<file path="src/rtl/fsm_butterfly_pkg.sv">
// Shared definitions for the fsm_butterfly block.
// Contents:
//   state_t         - FSM state encoding (IDLE, MR0, MR1, MI0, MI1, ADD, DONE)
//   DEF_DATA_W      - default data width (Q2.5 at defaults)
//   DEF_FRAC_W      - default fractional bit count
//   DEF_ROUND_BIAS  - half-LSB bias for the default fraction width
//   round_bias()    - half-LSB bias for an arbitrary fraction width
package fsm_butterfly_pkg;

  typedef enum logic [2:0] {
    IDLE = 3'd0,
    MR0  = 3'd1,
    MR1  = 3'd2,
    MI0  = 3'd3,
    MI1  = 3'd4,
    ADD  = 3'd5,
    DONE = 3'd6
  } state_t;

  localparam int DEF_DATA_W     = 8;
  localparam int DEF_FRAC_W     = 5;
  localparam int DEF_ROUND_BIAS = 1 << (DEF_FRAC_W - 1);

  function automatic int round_bias(input int frac_w);
    return 1 << (frac_w - 1);
  endfunction

endpackage

</file>
<file path="src/rtl/fsm_butterfly_if.sv">
// Handshake and data bundle of the fsm_butterfly block.
// Signals:
//   enable        - start request (master -> slave)
//   end_f         - result-consumed acknowledge (master -> slave)
//   in1_*, in2_*  - operands a and b, signed DATA_W (master -> slave)
//   out1_*        - a + b*W, signed DATA_W (slave -> master)
//   out2_*        - a - b*W, signed DATA_W (slave -> master)
//   right_data_f  - outputs valid (slave -> master)
// Modports: master (requester side), slave (the butterfly).
interface fsm_butterfly_if
  import fsm_butterfly_pkg::*;
#(
  parameter int DATA_W = DEF_DATA_W
);
  logic                     enable;
  logic                     end_f;
  logic signed [DATA_W-1:0] in1_real;
  logic signed [DATA_W-1:0] in1_imag;
  logic signed [DATA_W-1:0] in2_real;
  logic signed [DATA_W-1:0] in2_imag;
  logic signed [DATA_W-1:0] out1_real;
  logic signed [DATA_W-1:0] out1_imag;
  logic signed [DATA_W-1:0] out2_real;
  logic signed [DATA_W-1:0] out2_imag;
  logic                     right_data_f;

  modport master (
    output enable, end_f, in1_real, in1_imag, in2_real, in2_imag,
    input  out1_real, out1_imag, out2_real, out2_imag, right_data_f
  );

  modport slave (
    input  enable, end_f, in1_real, in1_imag, in2_real, in2_imag,
    output out1_real, out1_imag, out2_real, out2_imag, right_data_f
  );
endinterface

</file>
<file path="src/rtl/fsm_butterfly_datapath.sv">
// butterfly_datapath: shared multiply-accumulate, rounding, add/sub and
// narrowing for the radix-2 butterfly. Sequenced by the FSM state.
// Ports:
//   clk, rst             - clock, asynchronous active-high reset
//   state                - current FSM state (selects MAC operands)
//   a_re, a_im           - captured operand a
//   b_re, b_im           - captured operand b
//   sum_re, sum_im       - narrowed a + t (t = b*W)
//   dif_re, dif_im       - narrowed a - t
// Configuration macro: FSM_BUTTERFLY_SAT_EN selects saturation on the
// final narrowing; without it results wrap to the low DATA_W bits.
module butterfly_datapath
  import fsm_butterfly_pkg::*;
#(
  parameter int                       DATA_W = DEF_DATA_W,
  parameter int                       FRAC_W = DEF_FRAC_W,
  parameter logic signed [DATA_W-1:0] W_RE   = 8'sb001_00000,
  parameter logic signed [DATA_W-1:0] W_IM   = 8'sb000_10000
) (
  input  logic                     clk,
  input  logic                     rst,
  input  state_t                   state,
  input  logic signed [DATA_W-1:0] a_re,
  input  logic signed [DATA_W-1:0] a_im,
  input  logic signed [DATA_W-1:0] b_re,
  input  logic signed [DATA_W-1:0] b_im,
  output logic signed [DATA_W-1:0] sum_re,
  output logic signed [DATA_W-1:0] sum_im,
  output logic signed [DATA_W-1:0] dif_re,
  output logic signed [DATA_W-1:0] dif_im
);
  localparam int ACC_W = 2 * DATA_W + 1;
  localparam int BIA_W = ACC_W + 1;
  localparam int T_W   = DATA_W + 2;
  localparam int S_W   = DATA_W + 3;

  logic signed [DATA_W-1:0] mul_x;
  logic signed [DATA_W-1:0] mul_c;
  logic signed [ACC_W-1:0]  prod;
  logic signed [ACC_W-1:0]  acc;
  logic signed [T_W-1:0]    tr;
  logic signed [T_W-1:0]    ti;

  // Round half up: add half an LSB, then arithmetic shift out the fraction.
  function automatic logic signed [T_W-1:0] round_t(input logic signed [ACC_W-1:0] v);
    logic signed [BIA_W-1:0] biased;
    logic signed [BIA_W-1:0] shifted;
    biased  = BIA_W'(v) + BIA_W'(round_bias(FRAC_W));
    shifted = biased >>> FRAC_W;
    return T_W'(shifted);
  endfunction

  function automatic logic signed [DATA_W-1:0] narrow(input logic signed [S_W-1:0] v);
`ifdef FSM_BUTTERFLY_SAT_EN
    // In range when every bit above the target sign bit copies the sign.
    if (v[S_W-1:DATA_W-1] == {(S_W-DATA_W+1){v[S_W-1]}})
      return v[DATA_W-1:0];
    else if (v[S_W-1])
      return {1'b1, {(DATA_W-1){1'b0}}};
    else
      return {1'b0, {(DATA_W-1){1'b1}}};
`else
    return v[DATA_W-1:0];
`endif
  endfunction

  // Operand steering for the single shared multiplier:
  // MR0 br*W_RE, MR1 bi*W_IM, MI0 br*W_IM, MI1 bi*W_RE.
  always_comb begin
    mul_x = b_im;
    mul_c = W_IM;
    case (state)
      MR0: begin mul_x = b_re; mul_c = W_RE; end
      MR1: begin mul_x = b_im; mul_c = W_IM; end
      MI0: begin mul_x = b_re; mul_c = W_IM; end
      MI1: begin mul_x = b_im; mul_c = W_RE; end
      default: ;
    endcase
  end

  assign prod = ACC_W'(mul_x) * ACC_W'(mul_c);

  // ---- MAC stage: products accumulate, twiddled terms registered ----
  always_ff @(posedge clk or posedge rst) begin
    if (rst) begin
      acc <= '0;
      tr  <= '0;
      ti  <= '0;
    end else begin
      case (state)
        MR0, MI0: acc <= prod;
        MR1:      tr  <= round_t(acc - prod);
        MI1:      ti  <= round_t(acc + prod);
        default:  ;
      endcase
    end
  end

  // ---- Add/sub stage: combinational, registered by the top in ADD ----
  assign sum_re = narrow(S_W'(a_re) + S_W'(tr));
  assign sum_im = narrow(S_W'(a_im) + S_W'(ti));
  assign dif_re = narrow(S_W'(a_re) - S_W'(tr));
  assign dif_im = narrow(S_W'(a_im) - S_W'(ti));

endmodule

</file>
<file path="src/rtl/fsm_butterfly.sv">
// fsm_butterfly: multi-cycle radix-2 butterfly, out1 = a + b*W and
// out2 = a - b*W, sequenced by a seven-state FSM around one shared MAC.
// Ports:
//   clk  - clock, rising edge
//   rst  - asynchronous active-high reset
//   bus  - fsm_butterfly_if.slave (enable/end_f handshake, operands,
//          registered results and right_data_f)
// Configuration macro: FSM_BUTTERFLY_SAT_EN (saturating narrowing,
// handled inside butterfly_datapath); default build wraps.
module fsm_butterfly
  import fsm_butterfly_pkg::*;
#(
  parameter int                       DATA_W = DEF_DATA_W,
  parameter int                       FRAC_W = DEF_FRAC_W,
  parameter logic signed [DATA_W-1:0] W_RE   = 8'sb001_00000,
  parameter logic signed [DATA_W-1:0] W_IM   = 8'sb000_10000
) (
  input logic             clk,
  input logic             rst,
  fsm_butterfly_if.slave  bus
);
  state_t state, state_nxt;

  logic signed [DATA_W-1:0] a_re, a_im, b_re, b_im;
  logic signed [DATA_W-1:0] sum_re, sum_im, dif_re, dif_im;
  logic signed [DATA_W-1:0] out1_re_q, out1_im_q, out2_re_q, out2_im_q;
  logic                     rdy_q;

  always_ff @(posedge clk or posedge rst) begin
    if (rst) state <= IDLE;
    else     state <= state_nxt;
  end

  always_comb begin
    state_nxt = state;
    case (state)
      IDLE:    if (bus.enable) state_nxt = MR0;
      MR0:     state_nxt = MR1;
      MR1:     state_nxt = MI0;
      MI0:     state_nxt = MI1;
      MI1:     state_nxt = ADD;
      ADD:     state_nxt = DONE;
      DONE:    if (bus.end_f) state_nxt = IDLE;
      default: state_nxt = IDLE;
    endcase
  end

  // ---- Capture stage: operands frozen on the start edge ----
  always_ff @(posedge clk or posedge rst) begin
    if (rst) begin
      a_re <= '0;
      a_im <= '0;
      b_re <= '0;
      b_im <= '0;
    end else if (state == IDLE && bus.enable) begin
      a_re <= bus.in1_real;
      a_im <= bus.in1_imag;
      b_re <= bus.in2_real;
      b_im <= bus.in2_imag;
    end
  end

  butterfly_datapath #(
    .DATA_W (DATA_W),
    .FRAC_W (FRAC_W),
    .W_RE   (W_RE),
    .W_IM   (W_IM)
  ) u_dp (
    .clk    (clk),
    .rst    (rst),
    .state  (state),
    .a_re   (a_re),
    .a_im   (a_im),
    .b_re   (b_re),
    .b_im   (b_im),
    .sum_re (sum_re),
    .sum_im (sum_im),
    .dif_re (dif_re),
    .dif_im (dif_im)
  );

  // ---- Output stage: results latched leaving ADD, held until next ADD ----
  // The valid flag tracks "next state is DONE", so it rises with the data
  // and drops on the edge that leaves DONE.
  always_ff @(posedge clk or posedge rst) begin
    if (rst) begin
      out1_re_q <= '0;
      out1_im_q <= '0;
      out2_re_q <= '0;
      out2_im_q <= '0;
      rdy_q     <= 1'b0;
    end else begin
      if (state == ADD) begin
        out1_re_q <= sum_re;
        out1_im_q <= sum_im;
        out2_re_q <= dif_re;
        out2_im_q <= dif_im;
      end
      rdy_q <= (state_nxt == DONE);
    end
  end

  assign bus.out1_real    = out1_re_q;
  assign bus.out1_imag    = out1_im_q;
  assign bus.out2_real    = out2_re_q;
  assign bus.out2_imag    = out2_im_q;
  assign bus.right_data_f = rdy_q;

endmodule

</file>
<file path="src/flat_wrapper.sv">
// flat-port wrapper written by rule: the top's interface ports become plain ports
module fsm_butterfly_flat import fsm_butterfly_pkg::*;
#(
  parameter int                       DATA_W = DEF_DATA_W,
  parameter int                       FRAC_W = DEF_FRAC_W,
  parameter logic signed [DATA_W-1:0] W_RE   = 8'sb001_00000,
  parameter logic signed [DATA_W-1:0] W_IM   = 8'sb000_10000
)
  (clk, rst, bus_enable, bus_end_f, bus_in1_real, bus_in1_imag, bus_in2_real, bus_in2_imag, bus_out1_real, bus_out1_imag, bus_out2_real, bus_out2_imag, bus_right_data_f);
  fsm_butterfly_if #(.DATA_W(DATA_W)) bus_i ();
  input logic clk;
  input logic rst;
  input wire logic [$bits(bus_i.enable)-1:0] bus_enable;
  input wire logic [$bits(bus_i.end_f)-1:0] bus_end_f;
  input wire logic [$bits(bus_i.in1_real)-1:0] bus_in1_real;
  input wire logic [$bits(bus_i.in1_imag)-1:0] bus_in1_imag;
  input wire logic [$bits(bus_i.in2_real)-1:0] bus_in2_real;
  input wire logic [$bits(bus_i.in2_imag)-1:0] bus_in2_imag;
  output wire logic [$bits(bus_i.out1_real)-1:0] bus_out1_real;
  output wire logic [$bits(bus_i.out1_imag)-1:0] bus_out1_imag;
  output wire logic [$bits(bus_i.out2_real)-1:0] bus_out2_real;
  output wire logic [$bits(bus_i.out2_imag)-1:0] bus_out2_imag;
  output wire logic [$bits(bus_i.right_data_f)-1:0] bus_right_data_f;
  assign bus_i.enable = bus_enable;
  assign bus_i.end_f = bus_end_f;
  assign bus_i.in1_real = bus_in1_real;
  assign bus_i.in1_imag = bus_in1_imag;
  assign bus_i.in2_real = bus_in2_real;
  assign bus_i.in2_imag = bus_in2_imag;
  assign bus_out1_real = bus_i.out1_real;
  assign bus_out1_imag = bus_i.out1_imag;
  assign bus_out2_real = bus_i.out2_real;
  assign bus_out2_imag = bus_i.out2_imag;
  assign bus_right_data_f = bus_i.right_data_f;
  fsm_butterfly #(.DATA_W(DATA_W), .FRAC_W(FRAC_W), .W_RE(W_RE), .W_IM(W_IM)) u_core (.clk(clk), .rst(rst), .bus(bus_i));
endmodule
</file>
<file path="config.mk">
export PLATFORM = sky130hd
export DESIGN_NAME = fsm_butterfly_flat
export DESIGN_NICKNAME = d
export VERILOG_FILES = /design/src/rtl/fsm_butterfly_pkg.sv /design/src/rtl/fsm_butterfly_if.sv /design/src/rtl/fsm_butterfly_datapath.sv /design/src/rtl/fsm_butterfly.sv /design/src/flat_wrapper.sv
export SDC_FILE = /design/constraint.sdc
export NUM_CORES = 1
export LEC_CHECK = 0
export CAP_MARGIN = 20
export CORE_ASPECT_RATIO = 0.8
export CORE_UTILIZATION = 50
export CTS_CLUSTER_SIZE = 28
export DETAILED_ROUTE_END_ITERATION = 8
export PLACE_DENSITY = 0.84
export SETUP_SLACK_MARGIN = 0.15
export SKIP_LAST_GASP = 1
export SLEW_MARGIN = 20
export SYNTH_ARGS = -nofsm -noshare
export SYNTH_HDL_FRONTEND = slang
export SYNTH_SLANG_ARGS = --single-unit
</file>
<file path="constraint.sdc">
create_clock -name clk -period 5.3 [get_ports clk]
set_input_delay 1.06 -clock clk [delete_from_list [all_inputs] [get_ports clk]]
set_output_delay 1.06 -clock clk [all_outputs]
set_load 0.01 [all_outputs]
</file>
==> flow_summary.yaml <==
worst_setup_path:
  cp_cell_sequence: "and2b_1, buf_4, nand2_1, a21boi_0, ha_1, ha_1, ha_1, ha_1, ha_1, ha_1, ha_1, a21oi_1, o21ai_1, a21o_1, a21oi_1, xnor2_1, o21ai_1"
  ff2ff_setup_slack_ns: 0.80
  critPathSlowestCell: "dfrtp_1"
  arrival_ns: 4.72
  required_ns: 5.52
  crit_type: "register to register"
  cp_num_buf_inv: 1
  critPathMaxFanout: 16
  cpPeakStageDelay_ns: 0.56
  path_delay_family: "adder cells"
  cp-end-kind: "register"
  crit_top_cell: "ha_1"
  cp-start-kind: "register"
grt:
  gr-usage-all-layers_pct: 21.3
  grt_pass1_wl_um: 20100
  overflow: 0
  grt_max_degree: 61
  grt_pass1_vias: 4214
  antenna_found_initial: 0
yosys:
  synth_area_um2: 5800
  syn_area_per_cell_um2: 10.4
  async_reset_ff_share_pct: 100
  ys_types: 45
  synth_top_cell_by_area: "dfrtp_1"
  ys_seq_area_share_pct: 39.3
  synthXorXnorAreaFrac_pct: 6.47
  synth_compound_area_share_pct: 13.0
  synth_edf_count: 0
  synthTopCellsByArea: "dfrtp_1 (39%), ha_1 (16%), mux2_2 (6.0%)"
  synthMuxAreaShare_pct: 9.43
  synth-simple-area-share_pct: 8.35
  ys_warn_count: 0
  synth_flop_cell: "dfrtp_1"
  synth_top_family_by_area: "adder cells"
  synth_top_area_share_pct: 39.3
  synth_cells: 557
  ys_ff_latch: 91
  synth_adder_area_share_pct: 18.4
final_layout:
  syn2layout_area_growth_pct: 18.5
  nFillCells: 874
  finalNetCount: 736
  antenna_cells: 0
  final-seq-area_um2: 2280
  multi_input_area_um2: 3240
  layout-drive-gt1-share_pct: 10.9
min_path:
  hold_class: "register to register"
clocking:
  cts_tree: "built"
  insertion_delay_ns: 0.35
  htreeDepth: 3
  post-cts-setup-buffer-count: 0
  cts.path.max_buffers: 2
  clock-sinks: 91
  postCtsHoldBufs: 0
  cts_resized: 0
  cts_made_buffers: 9
  cts_root_buffer: "clkbuf_16"
  clkSlewWorstSetupHoldPaths_ns: 0.07
route:
  drtPass1Iterations: 5
  dr.first_iter.drc_count: 220
  num_vias: 4091
  ant_nets: 0
  drc_errors: 0
  wl_per_cell_um: 15.3
  routed_wl_um: 11800
  drt-vias-per-instance: 5.33
placed_design:
  place_ws_ns: 0.817
  post-dp-hpwl_um: 9000
  gp_congestion: 0.856
  io_buffers: 68
floorplanning:
  core_um2: 11100
  ioPinCount: 69
  start_util_pct: 52.4
  die-area_um2: 12000
  row_count: 34
  die_h_um: 98.3
  die-width_um: 122
sta:
  finalSetupTns_ns: 0
  min_period_ns: 4.50
  relSlewSlack_pct: 31.8
  worst_pin_slew_ns: 1.02
  worst_slack_ns: 0.802
  slew_violations: 0
  fin_worst_skew_ns: 0.00982
  setup_viol: 0
  finalHoldViolCount: 0
  timing.fmax_mhz: 222
  holdWs_ns: 0.479
  fin_crit_sh_pct: 84.9
  rsz0062_at_grt: "false"
status:
  outcome: "finished, final reports clean"
flow_run:
  cap_viol_max_count: 0
==> cells in the final DEF, fill, tap and decap left out, types with 4 or more instances in the layout <==
cell type        synthesis  layout
mux4_2                   7       7
o21ai_1                 12      12
clkdlybuf4s50_1          0      68
mux2_2                  31      31
xor2_1                  16      16
clkbuf_16                0       9
nor2_1                  14      14
nand2_1                 61      61
and3_1                   4       4
conb_1                   1       5
mux2i_1                  4       4
o21ai_0                 44      44
a221oi_1                 4       4
xnor2_1                 25      25
dfrtp_1                 91      91
a21oi_1                 27      27
inv_1                   44      43
nor2b_1                  4       4
nand3_1                  5       5
ha_1                    74      74
a21o_1                   8       8
nor3_1                   5       5
o21bai_1                12      12
fa_1                     7       7
buf_4                    2       4
nand2b_1                 4       4
==> metrics by stage <==
step,cell area [um^2],util [%],std cells
finish,6870,62.1,768
global route,6870,62.1,768
CTS,6870,62.1,768
detailed placement,6590,59.5,752
global placement,6590,59.5,752
floorplan,5810,-,561
==> worst paths after layout <==
path | start | cells after the start | end
worst max-delay path | u_core.state[2] | 17 | u_core.u_dp.ti[7]
worst min-delay path | u_core.bus.out1_imag[1] | 2 | u_core.bus.out1_imag[1]
worst max register to register | u_core.state[2] | 17 | u_core.u_dp.ti[7]
worst min register to register | u_core.bus.out1_imag[1] | 2 | u_core.bus.out1_imag[1]
max in group asynchronous | rst | 3 | u_core.b_im[1]
min in group asynchronous | rst | 2 | u_core.a_im[1]
==> tightest hold or removal path, cell delays in order, from the launching register on <==
cell and delay, ns:
dfrtp_1 0.34, nand2_1 0.04, o21ai_0 0.06
==> sequential cells by signal, summed over array words and instances, names as in the netlist, 7 cells and up <==
signal and count:
u_core.u_dp.acc 9, u_core.a_im 8, u_core.a_re 8, u_core.b_im 8
u_core.b_re 8, u_core.bus.out2_imag 8, u_core.bus.out2_real 8, u_core.u_dp.ti 8
u_core.u_dp.tr 8, u_core.bus.out1_imag 7, u_core.bus.out1_real 7
==> synth_stat cells (3+ instances only) <==
cell and n:
dfrtp_1 91, ha_1 74, nand2_1 61, inv_1 44, o21ai_0 44, mux2_2 31, a21oi_1 27, xnor2_1 25
xor2_1 16, nor2_1 14, clkbuf_1 13, o21ai_1 12, o21bai_1 12, buf_2 9, a21o_1 8, fa_1 7
mux4_2 7, nand3_1 5, nor3_1 5, a221oi_1 4, and3_1 4, mux2i_1 4, nand2b_1 4, nor2b_1 4
o21a_1 3, or2_2 3
==> final cells by class <==
cell class                      count  area share [%]
Clock buffer                        9            3.28
Clock inverter                      7           0.874
Sequential cell                    91            33.1
Multi-Input combinational cell    399            47.2
Inverter                           46            2.55
Tap cell                          144            2.62
Timing Repair Buffer               72            10.3
==> cell families (layout without fill, tap and decap cells) <==
family | Yosys count | after routing
AO/OA/AOI/OAI | 124 | 124
XOR/XNOR | 42 | 42
adder cells (fa/ha/maj) | 81 | 81
buffers and inverters | 71 | 134
flip-flops | 91 | 91
multiplexers | 42 | 42
other | 1 | 5
AND/OR/NAND/NOR | 105 | 105
==> layer usage <==
| layer | vias to the layer above | GRT usage, % | wire [um] |
|---|---|---|---|
| met4 | 0 | 7.32 | 244 |
| met3 | 25 | 4.61 | 445 |
| met2 | 106 | 36.0 | 5830 |
| met5 | - | 0 | 0 |
| li1 | 2016 | - | - |
| met1 | 1944 | 27.0 | 5250 |
Power is not shown: default switching activity piles up to over one toggle a cycle in this logic, so the estimate is an artifact.
